==> src/rtl/uart_tx_sched_pkg.sv <==
// Shared definitions for the UART transmit scheduler: FSM encoding, byte width and
// a small round-robin pointer helper.
package uart_tx_sched_pkg;

  localparam int UART_DATA_W = 8;

  typedef enum logic [1:0] {
    ST_IDLE    = 2'd0,
    ST_WAIT_HI = 2'd1,
    ST_WAIT_LO = 2'd2,
    ST_HOLD    = 2'd3
  } state_e;

  function automatic int wrap_inc(input int i, input int n);
    return (i + 1 >= n) ? 0 : i + 1;
  endfunction

endpackage

==> src/rtl/uart_tx_sched_rr_arbiter.sv <==
// Combinational round-robin arbiter: the first set request at or after ptr, wrapping,
// is returned as both a one-hot grant and an index.
module rr_arbiter #(
  parameter int N  = 4,
  parameter int IW = $clog2(N)
) (
  input  logic [N-1:0]  req,
  input  logic [IW-1:0] ptr,
  output logic [N-1:0]  gnt,
  output logic [IW-1:0] idx,
  output logic          valid
);

  logic [2*N-1:0] dbl;
  logic [N-1:0]   rot;
  logic [IW-1:0]  off;
  logic [IW:0]    sum;

  // Rotating by ptr puts the highest-priority request at bit 0.
  assign dbl = {req, req} >> ptr;
  assign rot = dbl[N-1:0];

  always_comb begin
    off = '0;
    for (int k = N - 1; k >= 0; k--) begin
      if (rot[k]) off = IW'(k);
    end
    valid = |rot;
    sum   = {1'b0, ptr} + {1'b0, off};
    if (sum >= (IW + 1)'(N)) sum = sum - (IW + 1)'(N);
    idx = sum[IW-1:0];
    gnt = valid ? (N'(1) << idx) : '0;
  end

endmodule

==> src/rtl/uart_tx_sched.sv <==
// Packet-granular round-robin scheduler sharing one uart_tx between NUM_REQ byte sources.
// A grant is held from the first byte of a packet until its last byte's frame completes.
module uart_tx_sched
  import uart_tx_sched_pkg::*;
#(
  parameter int NUM_REQ  = 4,
  parameter int BUSY_TMO = 16,
  parameter int HOLD_TMO = 1024
) (
  input  logic                           clk,
  input  logic                           rst_n,
  input  logic [NUM_REQ-1:0]             req,
  input  logic [NUM_REQ*UART_DATA_W-1:0] req_data,
  input  logic [NUM_REQ-1:0]             req_last,
  output logic [NUM_REQ-1:0]             req_ack,
  output logic [NUM_REQ-1:0]             grant,
  output logic                           pkt_abort,
  output logic                           uart_tx_en,
  output logic [UART_DATA_W-1:0]         uart_tx_data,
  input  logic                           uart_tx_busy
);

  localparam int IW = $clog2(NUM_REQ);
  localparam int TW = $clog2(HOLD_TMO + 1);

  state_e                 state_q, state_d;
  logic [IW-1:0]          rr_ptr_q, rr_ptr_d;
  logic [IW-1:0]          gidx_q, gidx_d;
  logic [NUM_REQ-1:0]     grant_q, grant_d;
  logic                   last_q, last_d;
  logic [NUM_REQ-1:0]     ack_q, ack_d;
  logic                   en_q, en_d;
  logic [UART_DATA_W-1:0] data_q, data_d;
  logic                   abort_q, abort_d;
  logic [TW-1:0]          timer_q, timer_d;

  logic [NUM_REQ-1:0]     win_onehot;
  logic [IW-1:0]          win_idx;
  logic                   win_valid;

  logic [IW-1:0]          sel_idx;
  logic                   sel_req;
  logic                   sel_last;
  logic [UART_DATA_W-1:0] sel_data;
  logic [NUM_REQ-1:0]     sel_onehot;
  logic                   accept;
  logic                   drop_grant;

  rr_arbiter #(.N(NUM_REQ), .IW(IW)) u_arb (
    .req   (req),
    .ptr   (rr_ptr_q),
    .gnt   (win_onehot),
    .idx   (win_idx),
    .valid (win_valid)
  );

  // In IDLE the arbiter picks the source; afterwards only the owner is looked at.
  assign sel_idx    = (state_q == ST_IDLE) ? win_idx : gidx_q;
  assign sel_req    = req[sel_idx];
  assign sel_last   = req_last[sel_idx];
  assign sel_data   = req_data[{sel_idx, 3'b000} +: UART_DATA_W];
  assign sel_onehot = NUM_REQ'(1) << sel_idx;

  always_comb begin
    state_d    = state_q;
    rr_ptr_d   = rr_ptr_q;
    gidx_d     = gidx_q;
    grant_d    = grant_q;
    last_d     = last_q;
    ack_d      = '0;
    en_d       = 1'b0;
    data_d     = data_q;
    abort_d    = 1'b0;
    timer_d    = timer_q;
    accept     = 1'b0;
    drop_grant = 1'b0;

    case (state_q)
      ST_IDLE: begin
        if (win_valid && !uart_tx_busy) begin
          accept  = 1'b1;
          gidx_d  = win_idx;
          grant_d = win_onehot;
        end
      end
      ST_WAIT_HI: begin
        if (uart_tx_busy || timer_q >= TW'(BUSY_TMO - 1)) begin
          state_d = ST_WAIT_LO;
          timer_d = '0;
        end else begin
          timer_d = timer_q + TW'(1);
        end
      end
      ST_WAIT_LO: begin
        if (!uart_tx_busy) begin
          if (last_q) begin
            drop_grant = 1'b1;
          end else if (sel_req) begin
            accept = 1'b1;
          end else begin
            state_d = ST_HOLD;
            timer_d = '0;
          end
        end
      end
      ST_HOLD: begin
        if (sel_req) begin
          accept = 1'b1;
        end else if (timer_q >= TW'(HOLD_TMO - 1)) begin
          abort_d    = 1'b1;
          drop_grant = 1'b1;
        end else begin
          timer_d = timer_q + TW'(1);
        end
      end
      default: state_d = ST_IDLE;
    endcase

    if (accept) begin
      en_d    = 1'b1;
      ack_d   = sel_onehot;
      data_d  = sel_data;
      last_d  = sel_last;
      state_d = ST_WAIT_HI;
      timer_d = '0;
    end

    if (drop_grant) begin
      grant_d  = '0;
      rr_ptr_d = IW'(wrap_inc(int'(gidx_q), NUM_REQ));
      state_d  = ST_IDLE;
      timer_d  = '0;
    end
  end

  always_ff @(posedge clk) begin
    if (!rst_n) begin
      state_q  <= ST_IDLE;
      rr_ptr_q <= '0;
      gidx_q   <= '0;
      grant_q  <= '0;
      last_q   <= 1'b0;
      ack_q    <= '0;
      en_q     <= 1'b0;
      data_q   <= '0;
      abort_q  <= 1'b0;
      timer_q  <= '0;
    end else begin
      state_q  <= state_d;
      rr_ptr_q <= rr_ptr_d;
      gidx_q   <= gidx_d;
      grant_q  <= grant_d;
      last_q   <= last_d;
      ack_q    <= ack_d;
      en_q     <= en_d;
      data_q   <= data_d;
      abort_q  <= abort_d;
      timer_q  <= timer_d;
    end
  end

  assign req_ack      = ack_q;
  assign grant        = grant_q;
  assign pkt_abort    = abort_q;
  assign uart_tx_en   = en_q;
  assign uart_tx_data = data_q;

endmodule
==> config.mk <==
export PLATFORM = sky130hd
export DESIGN_NAME = uart_tx_sched
export DESIGN_NICKNAME = d
export VERILOG_FILES = /design/src/rtl/uart_tx_sched_pkg.sv /design/src/rtl/uart_tx_sched_rr_arbiter.sv /design/src/rtl/uart_tx_sched.sv
export SDC_FILE = /design/constraint.sdc
export NUM_CORES = 1
export LEC_CHECK = 0
export CAP_MARGIN = 20
export CORE_MARGIN = 5
export CORE_UTILIZATION = 40
export DETAILED_ROUTE_END_ITERATION = 12
export GPL_ROUTABILITY_DRIVEN = 0
export PLACE_DENSITY = 0.68
export SETUP_SLACK_MARGIN = 0.2
export SLEW_MARGIN = 5
export SYNTH_ARGS = -nofsm -noshare
export SYNTH_HDL_FRONTEND = slang
export SYNTH_HIERARCHICAL = 1
export SYNTH_SLANG_ARGS = --single-unit
==> constraint.sdc <==
create_clock -name clk -period 3.8 [get_ports clk]
set_input_delay 0.57 -clock clk [delete_from_list [all_inputs] [get_ports clk]]
set_output_delay 0.57 -clock clk [all_outputs]
set_load 0.005 [all_outputs]
-- After elaboration in Yosys (flattened, before gate mapping)
Index checks and enable logic that the tools add are counted.
- bits in registers: 36
- output and inout bits: 18
- word-level logic and storage cells: 90
- add/subtract/negate cells: 4
- $lt $le $gt $ge: 5
- eq/ne operators: 13
- shift operators: 4
- multiplexer cells: 36
- bitwise logic cells: 1
- reductions and logical operators: 16
- operator list (operator ; number):
    two-way mux 11 bit ; 6
    case mux 11 bit (3 select lines) ; 1
    variable part select 32 x 6 -> 8 bit ; 1
    two-way mux 2 bit ; 11
    two-way mux 1 bit ; 12
    != test 2 bit (second input constant) ; 6
    != test 3 bit (second input constant) ; 4
    adder 11 x 1 -> 11 bit (second input constant) ; 1
    >= comparator 11 x 10 -> 1 bit (second input constant) ; 1
    >= comparator 11 x 4 -> 1 bit (second input constant) ; 1
    AND reduction 5 bit ; 2
    << shifter 1 x 2 -> 4 bit (first input constant) ; 2
    >> shifter 8 x 2 -> 4 bit ; 1
    >= comparator 3 bit (second input constant) ; 2
    AND reduction 2 bit ; 3
    AND reduction 6 bit ; 1
    nonzero test 3 bit ; 2
    binary-select mux 1 bit (select 2 bit) ; 2
    equality test 2 bit (second input constant) ; 2
    two-way mux 4 bit ; 1
    case mux 2 bit (2 select lines) ; 1
    OR reduction 4 bit ; 1
    adder 2 x 1 -> 3 bit (second input constant) ; 1
    adder 2 x 2 -> 3 bit ; 1
    other kinds (13) ; 13

-- Longest topological paths before layout
Gate-level depths: netlist of the first run.
- word-level depth: 17
- gate-level depth with buffers: 16
- gate-level depth less buffers: 13

-- Cells and area by module
Netlist of the first run, hierarchy kept.
- modules (own cells, without submodules) (module ; times used ; cells each ; area each (um^2)):
    uart_tx_sched ; 1 ; 246 ; 2060.7
    rr_arbiter ; 1 ; 36 ; 280.3

-- Worst setup path after synthesis of the first run
OpenSTA, ideal clock, no wires.
- path kind: input port to flip-flop
- from: input port req[2]
- to: register timer_q[9]
- setup time: 72 ps
- arrival: 3090 ps
- required time: 3728 ps
- slack: 638 ps
- stages: 15
- path through: buf_2 nand2_1 a21oi_1 o22ai_1 o21a_1 ha_1 xnor2_1 xnor2_1 nand2_1 a2bb2oi_1 o221a_2 o2bb2ai_2 buf_4 or3_1 a21oi_1
- word-level cells in the longest chain between the ends: 16
- ends and longest elaborated chain (item ; line ; source):
    from (decl) ; uart_tx_sched.sv:12 ; input logic [NUM_REQ-1:0] req,
    >> shifter 8 x 2 -> 4 bit (*) ; uart_tx_sched_rr_arbiter.sv:20 ; assign dbl = {req, req} >> ptr;
    two-way mux 2 bit (3 in a row) ; uart_tx_sched_rr_arbiter.sv:26 ; if (rot[k]) off = IW'(k);
    two-way mux 2 bit (*) ; uart_tx_sched_rr_arbiter.sv:26 ;
    adder 2 x 2 -> 3 bit (*) ; uart_tx_sched_rr_arbiter.sv:29 ; sum = {1'b0, ptr} + {1'b0, off};
    >= comparator 3 bit / subtractor 2 x 1 -> 2 bit (equally long branches) ; uart_tx_sched_rr_arbiter.sv:30 ; if (sum >= (IW + 1)'(N)) sum = sum - (IW + 1)'(N);
    two-way mux 2 bit (*) ; uart_tx_sched_rr_arbiter.sv:30 ;
    named net win_idx[1] ; uart_tx_sched.sv:38 ; logic [IW-1:0] win_idx;
    two-way mux 2 bit (*) ; uart_tx_sched.sv:58 ; assign sel_idx = (state_q == ST_IDLE) ? win_idx : gidx_q;
    binary-select mux 1 bit (select 2 bit) (*) ; uart_tx_sched.sv:59 ; assign sel_req = req[sel_idx];
    two-way mux 1 bit (not written as such) (*) ; uart_tx_sched.sv:59 ;
    two-way mux 1 bit ; uart_tx_sched.sv:98, uart_tx_sched.sv:107 ;
    two-way mux 1 bit ; uart_tx_sched.sv:96 ; if (last_q) begin
    two-way mux 1 bit ; uart_tx_sched.sv:95 ; if (!uart_tx_busy) begin
    case mux 1 bit (3 select lines) ; uart_tx_sched.sv:78 ; case (state_q)
    OR reduction 3 bit (no line) ; - ;
    to (signal assigned) ; uart_tx_sched.sv:158 ; timer_q <= timer_d;
    to (decl) ; uart_tx_sched.sv:35 ; logic [TW-1:0] timer_q, timer_d;
The timed path passes the listed nets; every way through them passes the cells marked *. The select of a mux whose other input is x is not followed.
A chain may end at the register's enable or synchronous reset.

-- Final worst setup path of the first run
- from: input port req[3]
- to: register timer_q[1]
The elaborated chain is that of the path after synthesis.

==> results of run 1 <==
## report_power, final
part / switching, mW / internal, mW
clock: 0.161 / 0.130
sequential: 0.0412 / 0.439
combinational: 0.433 / 0.409
## Yosys cell counts, types with 2 or more instances
cell	number	area, um2
nor3_1	4	20.0
o21ai_1	4	20.0
nand4_1	2	12.5
clkbuf_1	8	30.0
and2b_1	2	15.0
nand2b_1	4	25.0
buf_6	2	22.5
nand3_1	4	20.0
nor2_1	22	82.6
and3_1	2	12.5
or4_1	6	45.0
nand2_1	41	154
o31ai_1	5	37.5
a311o_1	9	90.1
nor2_2	2	12.5
nand4b_1	2	17.5
o21a_1	2	15.0
or4_4	2	22.5
buf_2	3	15.0
nor2b_1	4	25.0
a211oi_1	9	67.6
a2bb2oi_1	2	17.5
inv_1	9	33.8
a21oi_1	25	125
xnor2_1	2	17.5
or4b_1	2	20.0
and2_1	11	68.8
mux2i_1	13	130
dfxtp_1	36	721
ha_1	7	87.6
nand3b_1	3	22.5
## per-layer routing
metal / vias to the layer above / wire (um) / global-route usage (%)
met1: 1053 / 2800 / 21.8
met4: 0 / 91 / 6.80
met5: - / 0 / 0
met2: 65 / 2730 / 26.2
met3: 8 / 481 / 5.32
li1: 1174 / - / -
## through the flow
stage / setup WS [ns] / instance area [um2]
after floorplan: 0.638 / 2340
after global placement: 0.0887 / 3100
after detailed placement: -0.0304 / 3100
after CTS: 0.287 / 3200
after global routing: 0.201 / 3240
final: 0.455 / 3240
## worst paths after layout
check	cells past startpoint	endpoint	startpoint	slack [ns]
worst min-delay path	2	uart_tx_data[7]	uart_tx_data[7]	0.46
worst max-delay path	14	timer_q[1]	req[3]	0.45
worst max register to register	13	timer_q[1]	rr_ptr_q[1]	0.62
worst min register to register	2	uart_tx_data[7]	uart_tx_data[7]	0.46
## worst max-delay path: stages
cell and delay, ns:
clkdlybuf4s50_1 0.50, buf_4 0.16, nand3b_1 0.11, o211ai_1 0.09, o21a_1 0.13, ha_1 0.22
xnor2_2 0.16, xnor2_2 0.21, nand2b_1 0.14, o32a_1 0.19, o221ai_1 0.19, o2bb2ai_4 0.24
or4b_1 0.52, a21oi_1 0.15
## layout make-up
type / instances / share of cell area (%)
repair buffers: 78 / 23.1
well taps: 72 / 2.78
inverters: 10 / 1.16
multi-input cells: 222 / 47.8
clock buffers: 5 / 2.13
clock inverters: 3 / 0.735
flip-flops and latches: 36 / 22.3
## cells by family (layout without fill, tap and decap cells)
logic type	Yosys count	after routing	share of synthesized area (%)
multiplexers	15	15	7.00
flip-flops	36	36	30.8
XOR/XNOR	3	3	1.12
AND/OR/NAND/NOR	122	122	27.5
AO/OA/AOI/OAI	75	75	25.0
buffers and inverters	24	96	4.81
adder cells (fa/ha/maj)	7	7	3.74
## flip-flops by register name, indices dropped and copies added, names as in the netlist
register,cells
gidx_q,2
grant,4
last_q,1
pkt_abort,1
req_ack,4
rr_ptr_q,2
state_q,2
timer_q,11
uart_tx_data,8
uart_tx_en,1
## repair_timing
action | in CTS | in global routing
setup endpoints to repair | 0 | 21
hold buffers | 0 | 0
gates resized for setup | 0 | 5
==> flow_summary.json, run 1 <==
{
  "core_um2": 5610,
  "status": "finished clean",
  "worst_ep_required_time_ns": 4.04,
  "tightest_slew_ns": 0.514,
  "cts_sinks": 36,
  "ant_nets": 0,
  "fin_crit_sh_pct": 88.0,
  "cts_buffer_depth": 2,
  "min_period_ns": 3.35,
  "overflow": 0,
  "drt-wirelength-per-cell_um": 14.3,
  "maxCapViolCount": 0,
  "die_area_um2": 7480,
  "grt_max_degree": 23,
  "syn_to_final_growth_pct": 38.2,
  "die_h_um": 86.5,
  "antenna_found_initial": 0,
  "final_util_pct": 57.7,
  "arrival_ns": 3.58,
  "num_antenna_cells": 0,
  "start_util_pct": 41.7,
  "powerDensity_nw_per_um2": 499,
  "cp-start-kind": "input pin",
  "synth_ff_type": "dfxtp_1",
  "setup_viol": 0,
  "dr.pass1.iters": 4,
  "dp_cells": 418,
  "p_leak_nw": 1.21,
  "final_cell_mix": "60 x clkdlybuf4s50_1, 41 x nand2_1, 36 x dfxtp_1",
  "syn_avg_cell_area_um2": 8.30,
  "multi_input_comb_area_um2": 1550,
  "drtIter0Drc": 89,
  "cts.htree.levels": 2,
  "insertion_delay_ns": 0.30,
  "peakVddDrop_v": 0.000226,
  "hpwlAfterDp_mm": 4.58,
  "synth_edf_count": 0,
  "num-fill-cells": 560,
  "num_vias": 2300,
  "cts.clk_slew.worst_paths_ns": 0.08,
  "synth_cell_types": 64,
  "async_flop_share_pct": 0,
  "fp.dieW_um": 86.5,
  "syn_inst": 282,
  "synth_nets": 332,
  "p_total_mw": 1.61,
  "drcViolationCount": 0,
  "path_class": "input pin to flop",
  "finalNonFillerCells": 426,
  "ys_ff_latch": 36,
  "cts_buffers": 5,
  "final-hold-violation-count": 0,
  "yosys_warnings": 6,
  "max_freq_mhz": 299,
  "hold_class": "flop to flop",
  "rsz0062_at_grt": "no",
  "holdWs_ns": 0.455,
  "cts-root-buf": "clkbuf_8",
  "slew_violations": 0,
  "crit_path_end_kind": "flop",
  "fin_skew_ns": 0.00536,
  "drive_gt1_share_pct": 13.3,
  "tritoncts": "done",
  "grt_usage_pct": 16.9,
  "port_buffers": 60,
  "nNetsFinal": 403,
  "syn_area_um2": 2340,
  "rows": 27,
  "relSlewSlack_pct": 65.7,
  "grt_pass1_vias": 2163,
  "regArea_um2": 721,
  "viasPerCell": 5.40,
  "finalSetupTns_ns": 0,
  "grt_pass1_wl_mm": 10.2,
  "cp_max_fo": 17,
  "ys_seq_area_share_pct": 30.8,
  "pin_count": 61,
  "mostFrequentLayoutCell": "clkdlybuf4s50_1",
  "drt_wl_total_mm": 6.10,
  "cts_setup_buffers": 0
}
Note: power is estimated with default switching activity, not from simulation.
==> run 2: changes to the inputs <==
--- a/config.mk
+++ b/config.mk
@@ -9,8 +9,8 @@
 export CORE_MARGIN = 5
 export CORE_UTILIZATION = 40
 export DETAILED_ROUTE_END_ITERATION = 12
+export DONT_BUFFER_PORTS = 1
 export GPL_ROUTABILITY_DRIVEN = 0
-export PLACE_DENSITY = 0.68
 export SETUP_SLACK_MARGIN = 0.2
 export SLEW_MARGIN = 5
 export SYNTH_ARGS = -nofsm -noshare
==> flow_summary.json, run 2 (same netlist as run 1, synthesis figures left out) <==
{
  "die_h_um": 86.5,
  "arrival_ns": 3.53,
  "grt_pass1_wl_mm": 9.56,
  "finalSetupTns_ns": 0,
  "whs_path_depth": 2,
  "setup_viol": 0,
  "mostFrequentLayoutCell": "nand2_1",
  "cts.clk_slew.worst_paths_ns": 0.08,
  "num-fill-cells": 576,
  "worst_ep_required_time_ns": 4.03,
  "drcViolationCount": 0,
  "drt_wl_total_mm": 5.46,
  "relSlewSlack_pct": 54.8,
  "powerDensity_nw_per_um2": 578,
  "cp_max_fo": 18,
  "drt-wirelength-per-cell_um": 15.6,
  "path_class": "flop to flop",
  "syn_to_final_growth_pct": 6.41,
  "grt_pass1_vias": 2053,
  "cts_sinks": 36,
  "slew_violations": 0,
  "finalNonFillerCells": 351,
  "fin_crit_sh_pct": 86.7,
  "nNetsFinal": 328,
  "regMostFlops": "timer_q",
  "hold_class": "flop to flop",
  "final_cell_mix": "41 x nand2_1, 35 x dfxtp_1, 25 x a21oi_1",
  "max_freq_mhz": 304,
  "dp_cells": 343,
  "cts_buffers": 5,
  "tritoncts": "done",
  "regArea_um2": 722,
  "rows": 27,
  "viasPerCell": 5.82,
  "r2r_start": "rr_ptr_q[1]",
  "crit_chain": "nand2_1 > a21oi_1 > o22ai_1 > o21a_1 > ha_1 > xnor2_1 > xnor2_1 > nand2_1 > a2bb2oi_1 > o221a_2 > o2bb2ai_2 > or4b_1 > a21oi_1",
  "grt_max_degree": 23,
  "cts_setup_buffers": 0,
  "hp-start": "timer_q[10]",
  "tightest_slew_ns": 0.673,
  "start_util_pct": 41.7,
  "status": "finished clean",
  "grt_usage_pct": 15.9,
  "die_area_um2": 7480,
  "largest_reg_flops": 11,
  "pin_count": 61,
  "cts_buffer_depth": 2,
  "core_um2": 5610,
  "num_vias": 2043,
  "place_area_um2": 2380,
  "min_period_ns": 3.29,
  "postLayoutCellArea_um2": 2490,
  "cts-root-buf": "clkbuf_8",
  "p_leak_nw": 0.910,
  "final-hold-violation-count": 0,
  "p_total_mw": 1.44,
  "fp.dieW_um": 86.5,
  "reg2reg_slack_ns": 0.51,
  "drtIter0Drc": 119,
  "maxCapViolCount": 0,
  "multi_input_comb_area_um2": 1510,
  "crit_slowest_cell": "or4b_1",
  "crit_path_end_kind": "flop",
  "hpwlAfterDp_mm": 4.03,
  "drive_gt1_share_pct": 10.4,
  "rsz0062_at_grt": "no",
  "cp-start-kind": "flop",
  "port_buffers": 0,
  "insertion_delay_ns": 0.30,
  "r2r_end": "timer_q[1]",
  "fin_skew_ns": 0.00374,
  "dr.pass1.iters": 4,
  "cts.htree.levels": 2,
  "overflow": 0,
  "reg2reg_depth": 13,
  "cpPeakStageDelay_ns": 0.55,
  "num_antenna_cells": 0,
  "worstHoldEndpoint": "timer_q[10]",
  "peakVddDrop_v": 0.000219,
  "ant_nets": 0,
  "antenna_found_initial": 0
}
-- run 2: final cells by class --
class                      instances  share of cell area, %
multi-input combinational        222                   60.5
sequential                        36                   29.0
tap                               72                   3.62
clock buffer                       5                   2.76
clock inverter                     3                   1.71
inverter                          10                   1.51
timing repair buffer               3                  0.904
-- run 2: timing repair --
item / in CTS / in global routing
hold buffers: 0 / 0
gates resized for setup: 0 / 1
endpoints found under the setup margin: 0 / 10
-- run 2: metrics by stage --
step	hold WS, ns	utilization, %	setup WS (ns)
floorplan	0.418	-	0.638
global placement	0.441	42.4	0.442
detailed placement	0.448	42.4	0.333
CTS	0.458	44.4	0.404
global route	0.487	44.4	0.204
finish	0.451	44.4	0.507
-- run 2: how the worst max path moves through the flow --
stage	from	to	slack [ns]
finish	rr_ptr_q[1]	timer_q[1]	0.51
global route	rr_ptr_q[1]	timer_q[1]	0.20
CTS	rr_ptr_q[1]	timer_q[1]	0.40
detailed placement	req[0]	timer_q[1]	0.33
global placement	req[0]	timer_q[7]	0.44
floorplan	req[2]	timer_q[9]	0.64
-- run 2: metal layers --
layer | track usage [%] | up-vias | wire length (um)
li1 | - | 1022 | -
met1 | 19.4 | 944 | 2440
met2 | 25.1 | 68 | 2410
met3 | 5.80 | 9 | 467
met4 | 6.66 | 0 | 142
met5 | 0 | - | 0
-- run 2: power by group --
part,switching [mW],leakage [nW],internal (mW)
logic,0.371,0.563,0.235
registers,0.0518,0.293,0.439
clock network,0.149,0.0541,0.194
total,0.572,0.910,0.869
-- run 2: critical path, delay by kind of cell, from the launching register on --
family / cells / cell delay, ns
flip-flops: 1 / 0.43
XOR/XNOR: 2 / 0.45
AND/OR/NAND/NOR: 3 / 0.75
adder cells (fa/ha/maj): 1 / 0.21
AO/OA/AOI/OAI: 7 / 1.39
==> run 3: changes to the inputs <==
==> constraint.sdc (replaced) <==
create_clock -name clk -period 3.8 [get_ports clk]
set_input_delay 0.57 -clock clk [delete_from_list [all_inputs] [get_ports clk]]
set_output_delay 0.57 -clock clk [all_outputs]
set_load 0.01 [all_outputs]
==> results of run 3 <==
The final DEF is identical to that of run 2. Status: finished clean.
Main changes from that run: total power 1.44 mW -> 1.46 mW
